**src/rtl/mlp_regs_pkg.sv**
```systemverilog
// Shared register-map constants, CTRL bit positions and front-end state encoding
// for the MLP host register front end.
package mlp_regs_pkg;

    localparam logic [1:0] CTRL_ADDR        = 2'd0;
    localparam logic [1:0] INPUT_FIFO_ADDR  = 2'd1;
    localparam logic [1:0] WEIGHT_FIFO_ADDR = 2'd2;
    localparam logic [1:0] OUTPUT_REG_ADDR  = 2'd3;

    localparam int CTRL_RUN       = 0;
    localparam int CTRL_DONE      = 1;
    localparam int CTRL_BUSY      = 2;
    localparam int CTRL_LAYER_SEL = 3;
    localparam int CTRL_ERR       = 4;
    localparam int CTRL_IE        = 5;
    localparam int CTRL_PTR_CLR   = 6;

    typedef enum logic [1:0] {
        FE_IDLE  = 2'd0,
        FE_START = 2'd1,
        FE_BUSY  = 2'd2
    } fe_state_t;

endpackage

```
**src/rtl/mlp_wbuf.sv**
```systemverilog
// Write-pointer register buffer: sequential writes with wrapping pointer,
// saturating fill count, synchronous pointer clear and a combinational read port.
module mlp_wbuf #(
    parameter int DEPTH = 2,
    parameter int WIDTH = 16,
    parameter int AW    = (DEPTH > 1) ? $clog2(DEPTH) : 1
) (
    input  logic                        clk,
    input  logic                        rst,
    input  logic                        clr,
    input  logic                        we,
    input  logic [WIDTH-1:0]            wdata,
    input  logic [AW-1:0]               raddr,
    output logic [WIDTH-1:0]            rdata,
    output logic [DEPTH-1:0][WIDTH-1:0] contents,
    output logic [7:0]                  count
);

    localparam int CW = $clog2(DEPTH + 1);

    logic [DEPTH-1:0][WIDTH-1:0] mem;
    logic [AW-1:0]               ptr;
    logic [CW-1:0]               cnt;

    always_ff @(posedge clk) begin
        if (!rst) begin
            mem <= '0;
            ptr <= '0;
            cnt <= '0;
        end else if (clr) begin
            // contents survive a clear; only the fill state restarts
            ptr <= '0;
            cnt <= '0;
        end else if (we) begin
            mem[ptr] <= wdata;
            ptr      <= (int'(ptr) == DEPTH - 1) ? '0 : ptr + 1'b1;
            if (int'(cnt) != DEPTH)
                cnt <= cnt + 1'b1;
        end
    end

    always_comb begin
        rdata = '0;
        if (int'(raddr) < DEPTH)
            rdata = mem[raddr];
    end

    assign contents = mem;
    assign count    = 8'(cnt);

endmodule

```
**src/rtl/mlp_reg_frontend.sv**
```systemverilog
// Host register front end for the MLP core: decodes CTRL/FIFO writes into three
// buffers, sequences start/done with the core and returns registered readdata and irq.
module mlp_reg_frontend
    import mlp_regs_pkg::*;
#(
    parameter int N_INPUTS  = 2,
    parameter int N_HIDDEN  = 4,
    parameter int N_OUTPUT  = 1,
    parameter int IN_WIDTH  = 16,
    parameter int WGT_WIDTH = 16,
    parameter int OUT_WIDTH = 16
) (
    input  logic                                       clk,
    input  logic                                       rst,
    input  logic                                       write_en,
    input  logic [1:0]                                 addr,
    input  logic [31:0]                                writedata,
    output logic [31:0]                                readdata,
    output logic                                       irq,
    output logic                                       core_start,
    input  logic                                       core_done,
    input  logic [OUT_WIDTH*N_OUTPUT-1:0]              core_result,
    output logic [N_INPUTS*IN_WIDTH-1:0]               in_vec,
    input  logic [$clog2(N_HIDDEN*(N_INPUTS+1))-1:0]   hw_raddr,
    output logic [WGT_WIDTH-1:0]                       hw_rdata,
    input  logic [$clog2(N_OUTPUT*(N_HIDDEN+1))-1:0]   ow_raddr,
    output logic [WGT_WIDTH-1:0]                       ow_rdata
);

    localparam int HW_DEPTH = N_HIDDEN * (N_INPUTS + 1);
    localparam int OW_DEPTH = N_OUTPUT * (N_HIDDEN + 1);
    localparam int IN_AW    = (N_INPUTS > 1) ? $clog2(N_INPUTS) : 1;

    fe_state_t state, state_nx;

    logic done, err, layer_sel, ie;
    logic [OUT_WIDTH*N_OUTPUT-1:0] result;
    logic [7:0] in_cnt, hw_cnt, ow_cnt;

    logic busy, wr_ctrl, run_req, start_ok, clr_ptrs, fifo_wr;
    logic in_we, hw_we, ow_we, done_accept;

    assign busy        = (state != FE_IDLE);
    assign wr_ctrl     = write_en && (addr == CTRL_ADDR);
    assign run_req     = wr_ctrl && writedata[CTRL_RUN];
    assign start_ok    = run_req && !busy;
    assign clr_ptrs    = start_ok || (wr_ctrl && writedata[CTRL_PTR_CLR] && !busy);
    assign fifo_wr     = write_en && (addr == INPUT_FIFO_ADDR || addr == WEIGHT_FIFO_ADDR);
    assign in_we       = write_en && (addr == INPUT_FIFO_ADDR) && !busy;
    assign hw_we       = write_en && (addr == WEIGHT_FIFO_ADDR) && !layer_sel && !busy;
    assign ow_we       = write_en && (addr == WEIGHT_FIFO_ADDR) &&  layer_sel && !busy;
    assign done_accept = core_done && busy;

    logic [N_INPUTS-1:0][IN_WIDTH-1:0]  in_contents;
    logic [HW_DEPTH-1:0][WGT_WIDTH-1:0] hw_contents_unused;
    logic [OW_DEPTH-1:0][WGT_WIDTH-1:0] ow_contents_unused;
    logic [IN_WIDTH-1:0]                in_rdata_unused;

    mlp_wbuf #(.DEPTH(N_INPUTS), .WIDTH(IN_WIDTH)) u_in_buf (
        .clk(clk), .rst(rst), .clr(clr_ptrs), .we(in_we),
        .wdata(writedata[IN_WIDTH-1:0]), .raddr(IN_AW'(0)), .rdata(in_rdata_unused),
        .contents(in_contents), .count(in_cnt)
    );

    mlp_wbuf #(.DEPTH(HW_DEPTH), .WIDTH(WGT_WIDTH)) u_hw_buf (
        .clk(clk), .rst(rst), .clr(clr_ptrs), .we(hw_we),
        .wdata(writedata[WGT_WIDTH-1:0]), .raddr(hw_raddr), .rdata(hw_rdata),
        .contents(hw_contents_unused), .count(hw_cnt)
    );

    mlp_wbuf #(.DEPTH(OW_DEPTH), .WIDTH(WGT_WIDTH)) u_ow_buf (
        .clk(clk), .rst(rst), .clr(clr_ptrs), .we(ow_we),
        .wdata(writedata[WGT_WIDTH-1:0]), .raddr(ow_raddr), .rdata(ow_rdata),
        .contents(ow_contents_unused), .count(ow_cnt)
    );

    assign in_vec = in_contents;

    always_ff @(posedge clk) begin
        if (!rst) state <= FE_IDLE;
        else      state <= state_nx;
    end

    // core_done in START is accepted too, so a very fast core is never missed
    always_comb begin
        state_nx   = state;
        core_start = 1'b0;
        case (state)
            FE_IDLE:  if (start_ok) state_nx = FE_START;
            FE_START: begin
                core_start = 1'b1;
                state_nx   = core_done ? FE_IDLE : FE_BUSY;
            end
            FE_BUSY:  if (core_done) state_nx = FE_IDLE;
            default:  state_nx = FE_IDLE;
        endcase
    end

    always_ff @(posedge clk) begin
        if (!rst) begin
            done      <= 1'b0;
            err       <= 1'b0;
            layer_sel <= 1'b0;
            ie        <= 1'b0;
            result    <= '0;
        end else begin
            if (wr_ctrl) begin
                layer_sel <= writedata[CTRL_LAYER_SEL];
                ie        <= writedata[CTRL_IE];
            end
            // status sets take priority over a same-cycle write-one-to-clear
            if (done_accept)
                done <= 1'b1;
            else if (start_ok || (wr_ctrl && writedata[CTRL_DONE]))
                done <= 1'b0;
            if (busy && (run_req || fifo_wr))
                err <= 1'b1;
            else if (wr_ctrl && writedata[CTRL_ERR])
                err <= 1'b0;
            if (done_accept)
                result <= core_result;
        end
    end

    logic [31:0] ctrl_word, rd_mux;

    always_comb begin
        ctrl_word                 = '0;
        ctrl_word[CTRL_DONE]      = done;
        ctrl_word[CTRL_BUSY]      = busy;
        ctrl_word[CTRL_LAYER_SEL] = layer_sel;
        ctrl_word[CTRL_ERR]       = err;
        ctrl_word[CTRL_IE]        = ie;
        ctrl_word[15:8]           = in_cnt;
        ctrl_word[23:16]          = hw_cnt;
        ctrl_word[31:24]          = ow_cnt;
    end

    always_comb begin
        rd_mux = '0;
        case (addr)
            CTRL_ADDR:       rd_mux = ctrl_word;
            OUTPUT_REG_ADDR: rd_mux = {{(32-OUT_WIDTH){result[OUT_WIDTH-1]}}, result[OUT_WIDTH-1:0]};
            default:         rd_mux = '0;
        endcase
    end

    always_ff @(posedge clk) begin
        if (!rst) readdata <= '0;
        else      readdata <= rd_mux;
    end

    assign irq = done & ie;

    logic bits_unused;
    assign bits_unused = ^{writedata, result};

endmodule

```
**config.mk**
```make
export PLATFORM = sky130hd
export DESIGN_NAME = mlp_reg_frontend
export DESIGN_NICKNAME = d
export VERILOG_FILES = /design/src/rtl/mlp_regs_pkg.sv /design/src/rtl/mlp_wbuf.sv /design/src/rtl/mlp_reg_frontend.sv
export SDC_FILE = /design/constraint.sdc
export NUM_CORES = 1
export LEC_CHECK = 0
export ABC_AREA = 1
export BUFFER_PORTS_ARGS = -buffer_cell sky130_fd_sc_hd__buf_2
export CELL_PAD_IN_SITES_DETAIL_PLACEMENT = 0
export CELL_PAD_IN_SITES_GLOBAL_PLACEMENT = 2
export CORE_MARGIN = 2
export CORE_UTILIZATION = 35
export CTS_BUF_LIST = sky130_fd_sc_hd__clkbuf_4 sky130_fd_sc_hd__clkbuf_8
export DETAILED_ROUTE_END_ITERATION = 7
export PLACE_DENSITY_LB_ADDON = 0.08
export SETUP_SLACK_MARGIN = 0.02
export SLEW_MARGIN = 20
export SYNTH_ARGS = -nofsm -noshare
export SYNTH_HDL_FRONTEND = slang
export SYNTH_SLANG_ARGS = --single-unit
```
**constraint.sdc**
```tcl
create_clock -name clk -period 2.2 [get_ports clk]
set_input_delay 0.33 -clock clk [delete_from_list [all_inputs] [get_ports clk]]
set_output_delay 0.33 -clock clk [all_outputs]
set_load 0.05 [all_outputs]
```
==> results of run 1 <==
## flip-flops by register name, indices dropped and copies added, names as in the netlist
| name | flops |
|---|---|
| u_in_buf.ptr | 1 |
| err | 1 |
| state | 2 |
| readdata | 23 |
| u_in_buf.contents | 32 |
| u_hw_buf.ptr | 4 |
| u_hw_buf.cnt | 4 |
| u_ow_buf.contents | 80 |
| ie | 1 |
| u_ow_buf.cnt | 3 |
| result | 16 |
| u_hw_buf.contents | 192 |
| u_in_buf.cnt | 2 |
| u_ow_buf.ptr | 3 |
| layer_sel | 1 |
| done | 1 |
## worst paths after layout
| check | startpoint | to | slack (ns) |
|---|---|---|---|
| max | u_hw_buf.contents[172] | hw_rdata[12] | -0.08 |
| min | writedata[0] | state[0] | 0.07 |
| max reg2reg | state[1] | u_hw_buf.contents[97] | 0.36 |
| min reg2reg | result[6] | readdata[6] | 0.43 |
## cell type report
type                            instances  area [µm²]
Fill cell                            4987       27200
Sequential cell                       366        7330
Antenna cell                            1        2.50
Multi-Input combinational cell       1640        8030
Tap cell                              615         769
Clock buffer                          115        1420
Clock inverter                          7        72.6
Timing Repair Buffer                  279        2200
Inverter                              109         417
## cells by family after synthesis
group | after synthesis | synth area share (%)
AND/OR/NAND/NOR | 1214 | 33.0
AO/OA/AOI/OAI | 406 | 12.6
flip-flops | 366 | 43.8
buffers and inverters | 341 | 9.14
adder cells (fa/ha/maj) | 15 | 1.12
XOR/XNOR | 5 | 0.262
## metrics by stage
step	instance area (µm²)	util, %	power (W)	setup slack [ns]	hold WS (ns)
2_1_floorplan	16800	-	0.00765	-0.0444	0.407
3_3_place_gp	18300	38.6	0.00821	0.114	0.425
3_5_place_dp	18300	38.6	0.00821	0.0997	0.425
4_1_cts	20100	42.4	0.0155	-0.133	0.00733
5_1_grt	20200	42.7	0.0159	-0.153	0.0492
6_report	20200	42.7	0.0153	-0.0761	0.0667
## report_power, final
group | switching [W] | internal, W
combinational | 0.00106 | 0.000383
clock | 0.00301 | 0.00417
sequential | 0.0000248 | 0.00667
total | 0.00410 | 0.0112
## cells in the final DEF, fill, tap and decap left out, types with 5 or more instances in the layout
cell	n
a21oi_1	320
buf_12	22
buf_2	120
buf_4	103
buf_6	8
buf_8	8
clkbuf_4	27
clkbuf_8	89
clkinvlp_4	5
dfxtp_1	362
dlygate4sd3_1	17
ha_1	15
inv_1	101
inv_2	6
nand2_1	642
nand2_2	17
nand3_1	177
nand3_2	15
nand4_1	257
nor2_1	92
nor3_1	7
o211ai_1	16
o21ai_0	47
o22ai_1	8
o22ai_2	12
## cell usage after synthesis
library cell	n	share of area [%]
nand2_2	2	0.075
nor4_1	1	0.037
nor2_1	92	2.1
nand3_1	186	5.6
nand3_4	1	0.10
a21oi_1	320	9.6
o211ai_1	16	0.72
inv_1	105	2.4
a32o_1	1	0.060
nor3_2	2	0.12
a211oi_1	2	0.090
buf_2	44	1.3
clkbuf_2	1	0.030
xor2_1	4	0.21
ha_1	15	1.1
nor3_1	7	0.21
buf_1	30	0.67
dfxtp_1	366	44
nor2_2	2	0.075
nor2_4	1	0.067
inv_2	3	0.067
buf_6	2	0.13
nand4_1	257	9.6
clkbuf_1	108	2.4
buf_4	47	2.1
o21ai_0	47	1.4
clkinv_1	1	0.022
o22ai_1	20	0.75
nand2_1	657	15
nand3_2	6	0.36
xnor2_1	1	0.052
## per-layer routing
metal / wire (µm) / global-route usage, % / up-vias
met5: 0 / 0 / -
met4: 1440 / 8.38 / 0
met3: 2560 / 3.61 / 99
met2: 30700 / 42.3 / 381
met1: 27700 / 31.9 / 7943
li1: - / - / 8193
## worst register-to-register path, stage by stage, from the launching register on
cell and delay, ns:
dfxtp_1 0.34, inv_1 0.07, nand2_2 0.15, nor2_4 0.43, buf_12 0.23, nand3_1 0.09, buf_4 0.23, nand2_1 0.11
a21oi_1 0.06
## repair_timing
action | 4_1_cts | 5_1_grt
hold buffers | 17 | 0
gates resized for setup | 47 | 34
pin swaps | 14 | 24
setup endpoints to repair | 20 | 19
cloned | 0 | 0
hold endpoints to repair | 18 | 0
==> metrics, run 1 <==
crit-path cells=inv_2 > o211ai_1 > nand3_2 > nand2_2 > nand2_2 > nand2_2 > buf_6; DRT iter0 DRCs=~1,300; TNS Setup=-0.0994 ns; Max VDD drop=0.595 mV; Site Rows=80; CP Capture Type=primary output; Reg clk slew, reported paths=roughly 0.05 ns; Max Cap Viol=0; cells after synthesis=2,347; Cells after DPL=2,992; Slew @ Worst Pin=0.873 ns; DRC viols=0; post-synthesis sequential area ratio=43.8%; RSZ-0062 raised after global routing=true; synth unique cells=31; Max FO, Critical Path=2; PortBufs=~140; skew final=0.0326 ns; Hold Crit Class=input port to flop; Tmin final=2.28 ns; initial antenna violation count=1; CTS Sinks=between 300 and 400; clk buf depth=3; critical path depth in cells=7; TritonCTS clock tree=built; crit path buf inv count=2; die extent in x=223 µm; PwrDens=about 760 mW/mm²; GR Overflow Total=0; worst setup margin=-0.0761 ns; drt pass-1 iters=5; failing checks=negative setup slack; Hold Vio Cnt, Final=0; register bit total from synthesis=366; post-DP HPWL=approximately 38,000 µm; Final Setup Violations=3; WL final=roughly 62,000 µm; Initial Utilization=35.2%; Slowest cell on crit path=o211ai_1; Synth Warn #=0; post-DR vias/cell=5.31; Die Ht=223 µm; CTS Root Cell=clkbuf_8; fin crit share=103%; CP required=1.87 ns; total track usage=24.7%; largest net degree at the start of global routing=157; I/O Pins=159; htree depth=3; Net Count, Synth=~2,400; slew margin rel.=41.8%; slowest stage delay, CP=between 0.3 and 0.4 ns; CP startpoint kind=flop; Avg Inst Size Synth=between 7 and 8 µm²; Max Freq=439 MHz; status=complete, but fails checks; core box area=0.0474 mm²; reg2reg path depth=8; hold path depth=3; final net count=~2,500; die area=approximately 0.050 mm²; P&R area growth vs syn=21.1%; share of cells above drive strength 1=17.7%; Final Non-Filler Cells=3,132; Worst-Skew Late Latency=0.65 ns; Placer Congestion=around 0.8; vias in the first global route=15,967; CP dominant cell by count=nand2_2; setup repair bufs after CTS=0; ANT nets after route=0; cts bufs inserted=70; Crit path max-delay family=simple AND/OR/NAND/NOR gates; first-pass GRT wire length=95,400 µm; vias=16,616; Routed wire per std cell=between 15 and 20 µm; crit path kind=flop to primary output; final max-slew violation count=0; Arrival @ worst endpoint=1.95 ns; Cell Area, Synth=0.0167 mm²; Leak=7.56 nW
Power figures use the tool's default switching activity.
==> run 2: changes to the inputs <==
==> constraint.sdc (replaced) <==
create_clock -name clk -period 2.5 [get_ports clk]
set_input_delay 0.375 -clock clk [delete_from_list [all_inputs] [get_ports clk]]
set_output_delay 0.375 -clock clk [all_outputs]
set_load 0.05 [all_outputs]
==> metrics, run 2 (synthesized netlist as in run 1, its figures left out) <==
R2R Setup Slk=0.50 ns; Slew @ Worst Pin=0.825 ns; fin crit share=93.9%; RSZ-0062 raised after global routing=false; Routed wire per std cell=20.7 µm; CTS Root Cell=clkbuf_8; htree depth=3; Final Non-Filler Cells=between 3,000 and 4,000; DRT met1 WL=28,500 µm; die extent in x=223 µm; drt pass-1 iters=6; die area=0.0495 mm²; status=completed; WL final=about 64,000 µm; CP required=2.12 ns; Placer Congestion=0.786; reg2reg path depth=7; skew final=about 0.026 ns; Arrival @ worst endpoint=1.97 ns; Critical R2R Capture=u_hw_buf.contents[5]; CP startpoint kind=flop; clk buf depth=3; area of the multi-input gates=roughly 0.008 mm²; total track usage=25.4%; DRC viols=0; P&R area growth vs syn=17.3%; top sig layer=met4; vias=around 17,000; DRT iter0 DRCs=1,186; worst setup margin=0.154 ns; Max VDD drop=0.412 mV; first-pass GRT wire length=97,200 µm; commonest non-fill, non-tap cells in the layout=657 x nand2_1, 366 x dfxtp_1, 320 x a21oi_1; met3 WL post-DR=3070 µm; max FFs per register=192; core box area=0.0474 mm²; Cells after DPL=2,970; most common cell after layout, fill and taps aside=nand2_1; crit path kind=flop to primary output; metal2 WL=30,100 µm; Final Setup Violations=0; I/O Pins=~160; vias in the first global route=16,043; Critical Path Start=u_hw_buf.contents[175]; Die Ht=around 220 µm; setup repair bufs after CTS=0; Switch Pwr=0.00361 W; final max-slew violation count=0; Sw Share=between 20% and 30%; share of cells above drive strength 1=15.3%; Hold Vio Cnt, Final=0; ANT nets after route=0; TritonCTS clock tree=built; number of fill cells in the layout=5,086; PortBufs=142; Min Hold Slack=about 0.052 ns; Comb pwr share=9.0%; post-DR vias/cell=5.41; PwrDens=approximately 680 mW/mm²; TNS Setup=0 ns; Tmin final=between 2 and 2.5 ns; cts bufs inserted=71; Max Cap Viol=0; Place WS=0.167 ns; Reg area=around 0.0073 mm²; Hold Crit Class=input port to flop; slew margin rel.=45.0%; final net count=2,512; Critical Path End=hw_rdata[15]; Initial Utilization=between 30% and 40%; Reg power frac=44.0%; Max Freq=roughly 430 MHz; post-DP HPWL=37,500 µm; Max FO, Critical Path=2; GR Overflow Total=0; CTS Hold Buffers Added=8; CTS Sinks=366; Leak=approximately 7.3 nW; number of gates resized after CTS=0; Site Rows=80; CP Capture Type=primary output; Reg clk slew, reported paths=around 0.060 ns; initial antenna violation count=1; largest net degree at the start of global routing=92; clock share of power=47.0%; Worst-Skew Late Latency=0.64 ns; Tot Pwr=roughly 0.013 W; worst reg2reg path startpoint=u_hw_buf.ptr[0]; Int Pwr=slightly below 0.01 W
[run 2: worst min-delay path by stage]
stage | startpoint | end | slack [ns] | cells after the start
detailed placement | result[0] | readdata[0] | 0.43 | 2
finish | core_result[1] | result[1] | 0.05 | 3
global placement | result[0] | readdata[0] | 0.42 | 2
CTS | core_result[1] | result[1] | 0.002 | 3
global route | core_result[1] | result[1] | 0.02 | 3
floorplan | result[0] | readdata[0] | 0.42 | 2
[run 2: critical path, stage by stage, from the launching register on]
cell,delay [ns]
dfxtp_1,0.30
inv_1,0.05
o211ai_1,0.20
nand3_1,0.19
nand2_1,0.12
nand2_1,0.06
nand2_1,0.14
buf_2,0.29
[run 2: layout make-up]
class,instances,share of cell area [%]
Multi-Input combinational cell,1640,40.2
Inverter,109,2.13
Tap cell,615,3.93
Clock buffer,115,7.37
Antenna cell,1,0.0128
Clock inverter,6,0.211
Timing Repair Buffer,248,8.82
Sequential cell,366,37.4
[run 2: power by group through the flow]
| stage | clock (W) | combinational (W) | sequential, W |
|---|---|---|---|
| finish | 0.00629 | 0.00120 | 0.00589 |
| global route | 0.00672 | 0.00127 | 0.00589 |
| CTS | 0.00648 | 0.00120 | 0.00589 |
| detailed placement | 0 | 0.00119 | 0.00602 |
| global placement | 0 | 0.00119 | 0.00602 |
| floorplan | 0 | 0.000670 | 0.00605 |
[run 2: through the flow]
stage	instance area, µm²	util, %
global route	19600	41.3
global placement	18000	38.0
CTS	19600	41.3
detailed placement	18000	38.0
floorplan	16700	-
finish	19600	41.3
[run 2: per-layer routing]
metal,up-vias,track usage (%)
li1,8138,-
met1,8058,33.4
met2,468,41.5
met3,120,4.03
met4,0,10.5
met5,-,0
